===== config.mk =====
export PLATFORM = sky130hd
export DESIGN_NAME = ofmap_wb_ctrl
export DESIGN_NICKNAME = d
export VERILOG_FILES = /design/src/rtl/ofmap_wb_ctrl_pkg.sv /design/src/rtl/ofmap_wb_ctrl_wb_row_fifo.sv /design/src/rtl/ofmap_wb_ctrl.sv
export SDC_FILE = /design/constraint.sdc
export NUM_CORES = 1
export LEC_CHECK = 0
export CAP_MARGIN = 5
export CORE_UTILIZATION = 36
export DETAILED_ROUTE_END_ITERATION = 10
export HOLD_SLACK_MARGIN = 0.05
export SYNTH_ARGS = -nofsm -noshare
export SYNTH_HDL_FRONTEND = slang
export SYNTH_SLANG_ARGS = --single-unit

===== constraint.sdc =====
create_clock -name clk -period 6.55 [get_ports clk]
set_input_delay 0.655 -clock clk [delete_from_list [all_inputs] [get_ports clk]]
set_output_delay 0.655 -clock clk [all_outputs]
set_load 0.005 [all_outputs]

===== src/rtl/ofmap_wb_ctrl_pkg.sv =====
// Shared definitions for the ofmap writeback controller: FSM encodings,
// default geometry, and a helper for sizing counters.
package ofmap_wb_ctrl_pkg;

    typedef logic [1:0] wb_state_t;

    localparam wb_state_t ST_IDLE  = 2'd0;
    localparam wb_state_t ST_RUN   = 2'd1;
    localparam wb_state_t ST_FLUSH = 2'd2;
    localparam wb_state_t ST_DONE  = 2'd3;

    localparam int PE_SIZE_DEF    = 14;
    localparam int DATA_WIDTH_DEF = 8;
    localparam int ROW_NUM_DEF    = 70;
    localparam int TILE_NUM_DEF   = 21;
    localparam int ADDR_WIDTH_DEF = 16;
    localparam int BUF_DEPTH_DEF  = 4;

    // Bits needed to count 0..n-1, never less than one.
    function automatic int cnt_w(input int n);
        return (n > 1) ? $clog2(n) : 1;
    endfunction

    localparam int ROW_BITS    = DATA_WIDTH_DEF * PE_SIZE_DEF;
    localparam int ROW_CNT_W   = cnt_w(ROW_NUM_DEF);
    localparam int TILE_CNT_W  = cnt_w(TILE_NUM_DEF);
    localparam int BUF_CNT_W   = cnt_w(BUF_DEPTH_DEF) + 1;

endpackage


===== src/rtl/ofmap_wb_ctrl_wb_row_fifo.sv =====
// Synchronous first-word-fall-through row FIFO. The head entry is always
// visible on dout; reset clears pointers and count, never the storage.
module wb_row_fifo #(
    parameter int WIDTH = 112,
    parameter int DEPTH = 4
) (
    input  logic                         clk,
    input  logic                         rst_n,
    input  logic                         push,
    input  logic                         pop,
    input  logic [WIDTH-1:0]             din,
    output logic [WIDTH-1:0]             dout,
    output logic                         full,
    output logic                         empty,
    output logic [$clog2(DEPTH):0]       count
);
    localparam int PTR_W = (DEPTH > 1) ? $clog2(DEPTH) : 1;
    localparam int CNT_W = $clog2(DEPTH) + 1;

    logic [WIDTH-1:0] r_mem [DEPTH];
    logic [PTR_W-1:0] r_wr_ptr;
    logic [PTR_W-1:0] r_rd_ptr;
    logic [CNT_W-1:0] r_count;
    logic             w_do_push;
    logic             w_do_pop;

    // Qualify requests: no pop when empty, push into a full FIFO only alongside a pop.
    always_comb begin
        w_do_pop  = pop & (r_count != '0);
        w_do_push = push & ((r_count != CNT_W'(DEPTH)) | w_do_pop);
    end

    // Pointer and occupancy bookkeeping.
    always_ff @(posedge clk or negedge rst_n) begin
        if (!rst_n) begin
            r_wr_ptr <= '0;
            r_rd_ptr <= '0;
            r_count  <= '0;
        end else begin
            if (w_do_push) begin
                r_wr_ptr <= r_wr_ptr + PTR_W'(1);
            end
            if (w_do_pop) begin
                r_rd_ptr <= r_rd_ptr + PTR_W'(1);
            end
            case ({w_do_push, w_do_pop})
                2'b10:   r_count <= r_count + CNT_W'(1);
                2'b01:   r_count <= r_count - CNT_W'(1);
                default: r_count <= r_count;
            endcase
        end
    end

    // Row storage; when full with a simultaneous pop the write lands in the slot being vacated.
    always_ff @(posedge clk) begin
        if (w_do_push) begin
            r_mem[r_wr_ptr] <= din;
        end
    end

    assign dout  = r_mem[r_rd_ptr];
    assign full  = (r_count == CNT_W'(DEPTH));
    assign empty = (r_count == '0);
    assign count = r_count;

endmodule


===== src/rtl/ofmap_wb_ctrl.sv =====
// Ofmap writeback scheduler: stages quantized rows from the accumulator
// array and writes them to consecutive GLB addresses from a latched base.
// Optional per-tile completion pulse enabled by macro OFMAP_WB_TILE_IRQ_EN.
module ofmap_wb_ctrl
    import ofmap_wb_ctrl_pkg::*;
#(
    parameter int PE_SIZE    = PE_SIZE_DEF,
    parameter int DATA_WIDTH = DATA_WIDTH_DEF,
    parameter int ROW_NUM    = ROW_NUM_DEF,
    parameter int TILE_NUM   = TILE_NUM_DEF,
    parameter int ADDR_WIDTH = ADDR_WIDTH_DEF,
    parameter int BUF_DEPTH  = BUF_DEPTH_DEF
) (
    input  logic                          clk,
    input  logic                          rst_n,
    input  logic                          start_i,
    input  logic [ADDR_WIDTH-1:0]         base_addr_i,
    input  logic [DATA_WIDTH*PE_SIZE-1:0] ofmap_row_i,
    input  logic                          ofmap_valid_i,
    output logic                          stall_o,
    output logic                          glb_wr_en_o,
    input  logic                          glb_ready_i,
    output logic [ADDR_WIDTH-1:0]         glb_addr_o,
    output logic [DATA_WIDTH*PE_SIZE-1:0] glb_wdata_o,
    output logic                          busy_o,
    output logic                          done_o,
    output logic                          err_overflow_o
`ifdef OFMAP_WB_TILE_IRQ_EN
    ,
    output logic                          tile_done_o
`endif
);
    localparam int RB     = DATA_WIDTH * PE_SIZE;
    localparam int ROW_W  = cnt_w(ROW_NUM);
    localparam int TILE_W = cnt_w(TILE_NUM);
    localparam int CNT_W  = $clog2(BUF_DEPTH) + 1;

    localparam logic [ROW_W-1:0]  ROW_LAST  = ROW_W'(ROW_NUM - 1);
    localparam logic [TILE_W-1:0] TILE_LAST = TILE_W'(TILE_NUM - 1);
    localparam logic [CNT_W-1:0]  STALL_TH  = CNT_W'(BUF_DEPTH - 1);

    wb_state_t         r_state;
    wb_state_t         w_state_next;
    logic [ADDR_WIDTH-1:0] r_addr;
    logic [ROW_W-1:0]  r_row_in;
    logic [TILE_W-1:0] r_tile_in;
    logic              r_stall;
    logic              r_err;

    logic              w_start;
    logic              w_xfer_phase;
    logic              w_wr_en;
    logic              w_pop;
    logic              w_accept;
    logic              w_push;
    logic              w_drop;
    logic              w_last_push;
    logic [CNT_W-1:0]  w_count_next;

    logic              w_full;
    logic              w_empty;
    logic [CNT_W-1:0]  w_count;
    logic [RB-1:0]     w_head;

    wb_row_fifo #(
        .WIDTH (RB),
        .DEPTH (BUF_DEPTH)
    ) u_fifo (
        .clk   (clk),
        .rst_n (rst_n),
        .push  (w_push),
        .pop   (w_pop),
        .din   (ofmap_row_i),
        .dout  (w_head),
        .full  (w_full),
        .empty (w_empty),
        .count (w_count)
    );

    // Handshake decode: who pushes, who pops, and whether a row is lost.
    always_comb begin
        w_start      = (r_state == ST_IDLE) & start_i;
        w_xfer_phase = (r_state == ST_RUN) | (r_state == ST_FLUSH);
        w_wr_en      = w_xfer_phase & ~w_empty;
        w_pop        = w_wr_en & glb_ready_i;
        w_accept     = (r_state == ST_RUN) & ofmap_valid_i;
        w_push       = w_accept & (~w_full | w_pop);
        w_drop       = w_accept & w_full & ~w_pop;
        w_last_push  = w_push & (r_row_in == ROW_LAST) & (r_tile_in == TILE_LAST);
        case ({w_push, w_pop})
            2'b10:   w_count_next = w_count + CNT_W'(1);
            2'b01:   w_count_next = w_count - CNT_W'(1);
            default: w_count_next = w_count;
        endcase
    end

    // Layer sequencing; FLUSH leaves as soon as the final transfer empties the buffer.
    always_comb begin
        w_state_next = r_state;
        case (r_state)
            ST_IDLE: begin
                if (start_i) begin
                    w_state_next = ST_RUN;
                end else begin
                    w_state_next = ST_IDLE;
                end
            end
            ST_RUN: begin
                if (w_last_push) begin
                    w_state_next = ST_FLUSH;
                end else begin
                    w_state_next = ST_RUN;
                end
            end
            ST_FLUSH: begin
                if (w_count_next == '0) begin
                    w_state_next = ST_DONE;
                end else begin
                    w_state_next = ST_FLUSH;
                end
            end
            ST_DONE:  w_state_next = ST_IDLE;
            default:  w_state_next = ST_IDLE;
        endcase
    end

    // FSM state register.
    always_ff @(posedge clk or negedge rst_n) begin
        if (!rst_n) begin
            r_state <= ST_IDLE;
        end else begin
            r_state <= w_state_next;
        end
    end

    // Input row/tile position, advanced on every accepted row.
    always_ff @(posedge clk or negedge rst_n) begin
        if (!rst_n) begin
            r_row_in  <= '0;
            r_tile_in <= '0;
        end else if (w_start) begin
            r_row_in  <= '0;
            r_tile_in <= '0;
        end else if (w_push) begin
            if (r_row_in == ROW_LAST) begin
                r_row_in  <= '0;
                r_tile_in <= (r_tile_in == TILE_LAST) ? '0 : r_tile_in + TILE_W'(1);
            end else begin
                r_row_in  <= r_row_in + ROW_W'(1);
            end
        end
    end

    // Write address = base + completed transfers, wrapping at the address width.
    always_ff @(posedge clk or negedge rst_n) begin
        if (!rst_n) begin
            r_addr <= '0;
        end else if (w_start) begin
            r_addr <= base_addr_i;
        end else if (w_pop) begin
            r_addr <= r_addr + ADDR_WIDTH'(1);
        end
    end

    // Sticky overflow flag, cleared only by a new layer start.
    always_ff @(posedge clk or negedge rst_n) begin
        if (!rst_n) begin
            r_err <= 1'b0;
        end else if (w_start) begin
            r_err <= 1'b0;
        end else if (w_drop) begin
            r_err <= 1'b1;
        end
    end

    // Backpressure from next occupancy so the sequencer sees it one row early.
    always_ff @(posedge clk or negedge rst_n) begin
        if (!rst_n) begin
            r_stall <= 1'b0;
        end else begin
            r_stall <= (w_state_next == ST_RUN) && (w_count_next >= STALL_TH);
        end
    end

`ifdef OFMAP_WB_TILE_IRQ_EN
    logic [ROW_W-1:0] r_out_row;
    logic             r_tile_done;

    // Count transferred rows within a tile and pulse once the tile's last row is written.
    always_ff @(posedge clk or negedge rst_n) begin
        if (!rst_n) begin
            r_out_row   <= '0;
            r_tile_done <= 1'b0;
        end else if (w_start) begin
            r_out_row   <= '0;
            r_tile_done <= 1'b0;
        end else if (w_pop) begin
            r_out_row   <= (r_out_row == ROW_LAST) ? '0 : r_out_row + ROW_W'(1);
            r_tile_done <= (r_out_row == ROW_LAST);
        end else begin
            r_tile_done <= 1'b0;
        end
    end

    assign tile_done_o = r_tile_done;
`endif

    // Output decode; write data is forced to zero whenever no write is offered.
    always_comb begin
        glb_wr_en_o    = w_wr_en;
        glb_addr_o     = r_addr;
        if (w_wr_en) begin
            glb_wdata_o = w_head;
        end else begin
            glb_wdata_o = '0;
        end
        busy_o         = w_xfer_phase;
        done_o         = (r_state == ST_DONE);
        stall_o        = r_stall;
        err_overflow_o = r_err;
    end

endmodule


==> results by group <==
Route
  • Via Count: 10.1k
  • Vias per Instance: 5.09
  • WL/cell: 22.2 µm
  • Final ANT Viol Nets: 0
  • First drt pass iteration count: 8
  • # DRC: 32
  • 1st-iter DRT viols: 635
  • DRT Wirelength: roughly 44,000 µm

Outcome
  • Failing checks: design-rule violations
  • Status: finished with violations

Placed design
  • Port Buf Inserts: 265
  • GP Congestion: 0.756
  • Dpl hpwl: about 26,000 µm

Power
  • Max rail drop VDD: 237 µV
  • Pwr Density: 450 nW/µm²
  • Final Power: 11,000 µW
  • Lkg Pwr: 0.00829 µW

Die
  • Ports: approximately 270
  • Total core area: between 50,000 and 60,000 µm²
  • Die height: 233 µm
  • Row Count: 84
  • DIE AREA: between 50,000 and 60,000 µm²
  • Starting Density: 36.5%
  • Chip width: 233 µm

STA
  • Fmax: 0.247 GHz
  • Setup TNS: 0 ns
  • RSZ-0062 raised after global routing: false
  • Final Cycle Share: 61.8%
  • Final Critical Period: 4.05 ns
  • Rel. slew slack: 33.3%
  • Slew Limit Fails: 0
  • Final setup fails: 0
  • Least-Margin Pin Slew: 1.00 ns
  • Clock skew: 0.0137 ns
  • Final hold vios: 0

Clocking
  • Clk sink count: 487
  • H-Tree Depth: 2
  • CTS tree: done
  • Clock latency on the worst-skew pair: a little under 0.6 ns
  • Longest Clk Path Bufs: 3
  • Hold buffers post-CTS: 0
  • Setup Buffers After CTS: 0
  • Clock Root Buffer: clkbuf_16
  • Reg clk slew, reported paths: approximately 0.06 ns
  • Num CTS Buffers: 52
  • PostCTS Resize Cnt: 0

Critical path
  • Maximum fanout along the worst path: 79
  • Critical path class: flop to output port
  • CP Launch Type: flop
  • CP peak stage delay: 0.75 ns
  • Crit-path cells: inv_1 -> ha_1 -> nand2b_4 -> buf_4 -> and3_1 -> clkdlybuf4s50_1
  • Crit end category: output port
  • Critical path data arrival time: 3.39 ns
  • Worst R2R Setup Slack: 2.83 ns
  • Worst path slowest cell: buf_4
  • WP data required: 5.89 ns

Logic synthesis
  • Leading post-synthesis cells by cell area: edfxtp_1 (70%), mux4_2 (13%), dfrtp_1 (5.1%), and3_1 (3.8%), ha_1 (1.3%)
  • Count leader, synth: edfxtp_1
  • Synth async-reset ratio: 8.01%
  • Synthesized cell area: 19,300 µm²
  • Syn_nets: between 1k and 1.5k
  • Top-area cell type share of the netlist area: 69.8%
  • Post-synth EDFFs: ~450
  • Largest area contributor in the netlist: edfxtp_1
  • Number of synthesized register bits: 487
  • Commonest cells in the synthesized netlist: edfxtp_1 (448), and3_1 (116), mux4_2 (112), dfrtp_1 (39)
  • Sequential fraction of the synthesis area: 74.8%
  • Yosys warning count: 0
  • Netlist cell types: 47
  • Post-Syn Instances: 974
  • Mean Syn Cell Area: around 20 µm²
  • Top_reg_cell synth: edfxtp_1

Finish
  • Layout cells sized above 1: between 10% and 20%
  • Nets: between 1k and 1.5k
  • Post-layout util: 46.3%
  • Post-synthesis to final-layout area growth: 26.7%

Flow run
  • Max-cap violations: 0

Worst hold path
  • Worst hold-check path type: input port to asynchronous set/reset pin

GRT
  • Pin count of the biggest net entering global routing: 80
  • Initial antenna violation count: 12
  • First-pass GRT wire length: 65,500 µm
  • GRT Residual Overflow: 0
  • Total GRT Usage: 16.2%
  • Number of global-route vias before repair: 10.6k
area by class of cell:
type	count	area, µm²
sequential	487	14400
antenna	4	10.0
clock buffer	59	1350
clock inverter	35	358
multi-input combinational	416	4580
fill	4529	28300
timing repair buffer	275	2790
inverter	15	56.3
tap	688	861
registers in the layout (all words and copies together), names as in the netlist:
| name | count |
|---|---|
| u_fifo.count | 3 |
| u_fifo.r_wr_ptr | 2 |
| r_tile_in | 5 |
| r_row_in | 7 |
| u_fifo.r_rd_ptr | 2 |
| err_overflow_o | 1 |
| stall_o | 1 |
| u_fifo.r_mem | 448 |
| r_state | 2 |
| glb_addr_o | 16 |
logic make-up after synthesis:
group / Yosys count / synth area share, %
AO/OA/AOI/OAI: 44 / 1.52
XOR/XNOR: 28 / 1.27
adder cells (fa/ha/maj): 20 / 1.30
buffers and inverters: 71 / 1.58
flip-flops: 487 / 74.8
multiplexers: 115 / 13.2
AND/OR/NAND/NOR: 209 / 6.24
layer usage:
layer	part of all wire, %	up-vias	track usage [%]	wire length (µm)
met4	2.1	14	4.95	918
li1	-	4482	-	-
met3	7.7	75	4.65	3360
met1	43	5206	22.5	19000
met2	47	302	24.6	20500
met5	0.21	-	0	93
layout by cell type, fill, tap and decap left out, drive strengths merged, types with 6 or more instances in the layout:
master,n
and2,9
and3,116
buf,11
bufinv,7
clkbuf,59
clkdlybuf4s50,264
clkinv,22
clkinvlp,6
dfrtp,39
edfxtp,448
ha,20
inv,15
mux4,112
nand2,36
nand3,8
nand4,8
nor2,14
o21ai,28
xnor2,16
xor2,12
metrics by stage:
| step | area (µm²) | worst slack [ns] | std cells | hold WS [ns] |
|---|---|---|---|---|
| floorplan | 19300 | 1.93 | 974 | 0.359 |
| global placement | 22700 | 2.71 | 1881 | 0.501 |
| detailed placement | 22700 | 2.70 | 1881 | 0.498 |
| CTS | 24400 | 2.37 | 1975 | 0.214 |
| global route | 24400 | 2.26 | 1979 | 0.258 |
| finish | 24400 | 2.50 | 1979 | 0.214 |
critical path, delay by kind of cell (launching register included):
family	cells	cell delay, ns
simple gates	2	0.65
fa+ha+maj	1	0.28
buf+inv	3	1.43
flops	1	0.43
path summary, 6_finish.rpt:
check | start | end | cells after the start
setup / recovery | u_fifo.count[0] | glb_wdata_o[108] | 6
hold / removal | rst_n | glb_addr_o[6] | 1
setup reg to reg | r_state[0] | u_fifo.r_mem[1][94] | 7
hold reg to reg | err_overflow_o | err_overflow_o | 2
max in group asynchronous | rst_n | u_fifo.r_rd_ptr[0] | 1
min in group clk | err_overflow_o | err_overflow_o | 2
power breakdown:
part | total [µW] | internal (µW) | switching (µW) | leakage, µW
clock | 2930 | 1750 | 1180 | 0.000819
sequential | 4310 | 3990 | 323 | 0.00456
combinational | 3750 | 2060 | 1690 | 0.00290
total | 11000 | 7790 | 3200 | 0.00829
(Power assumes the default switching activity.)
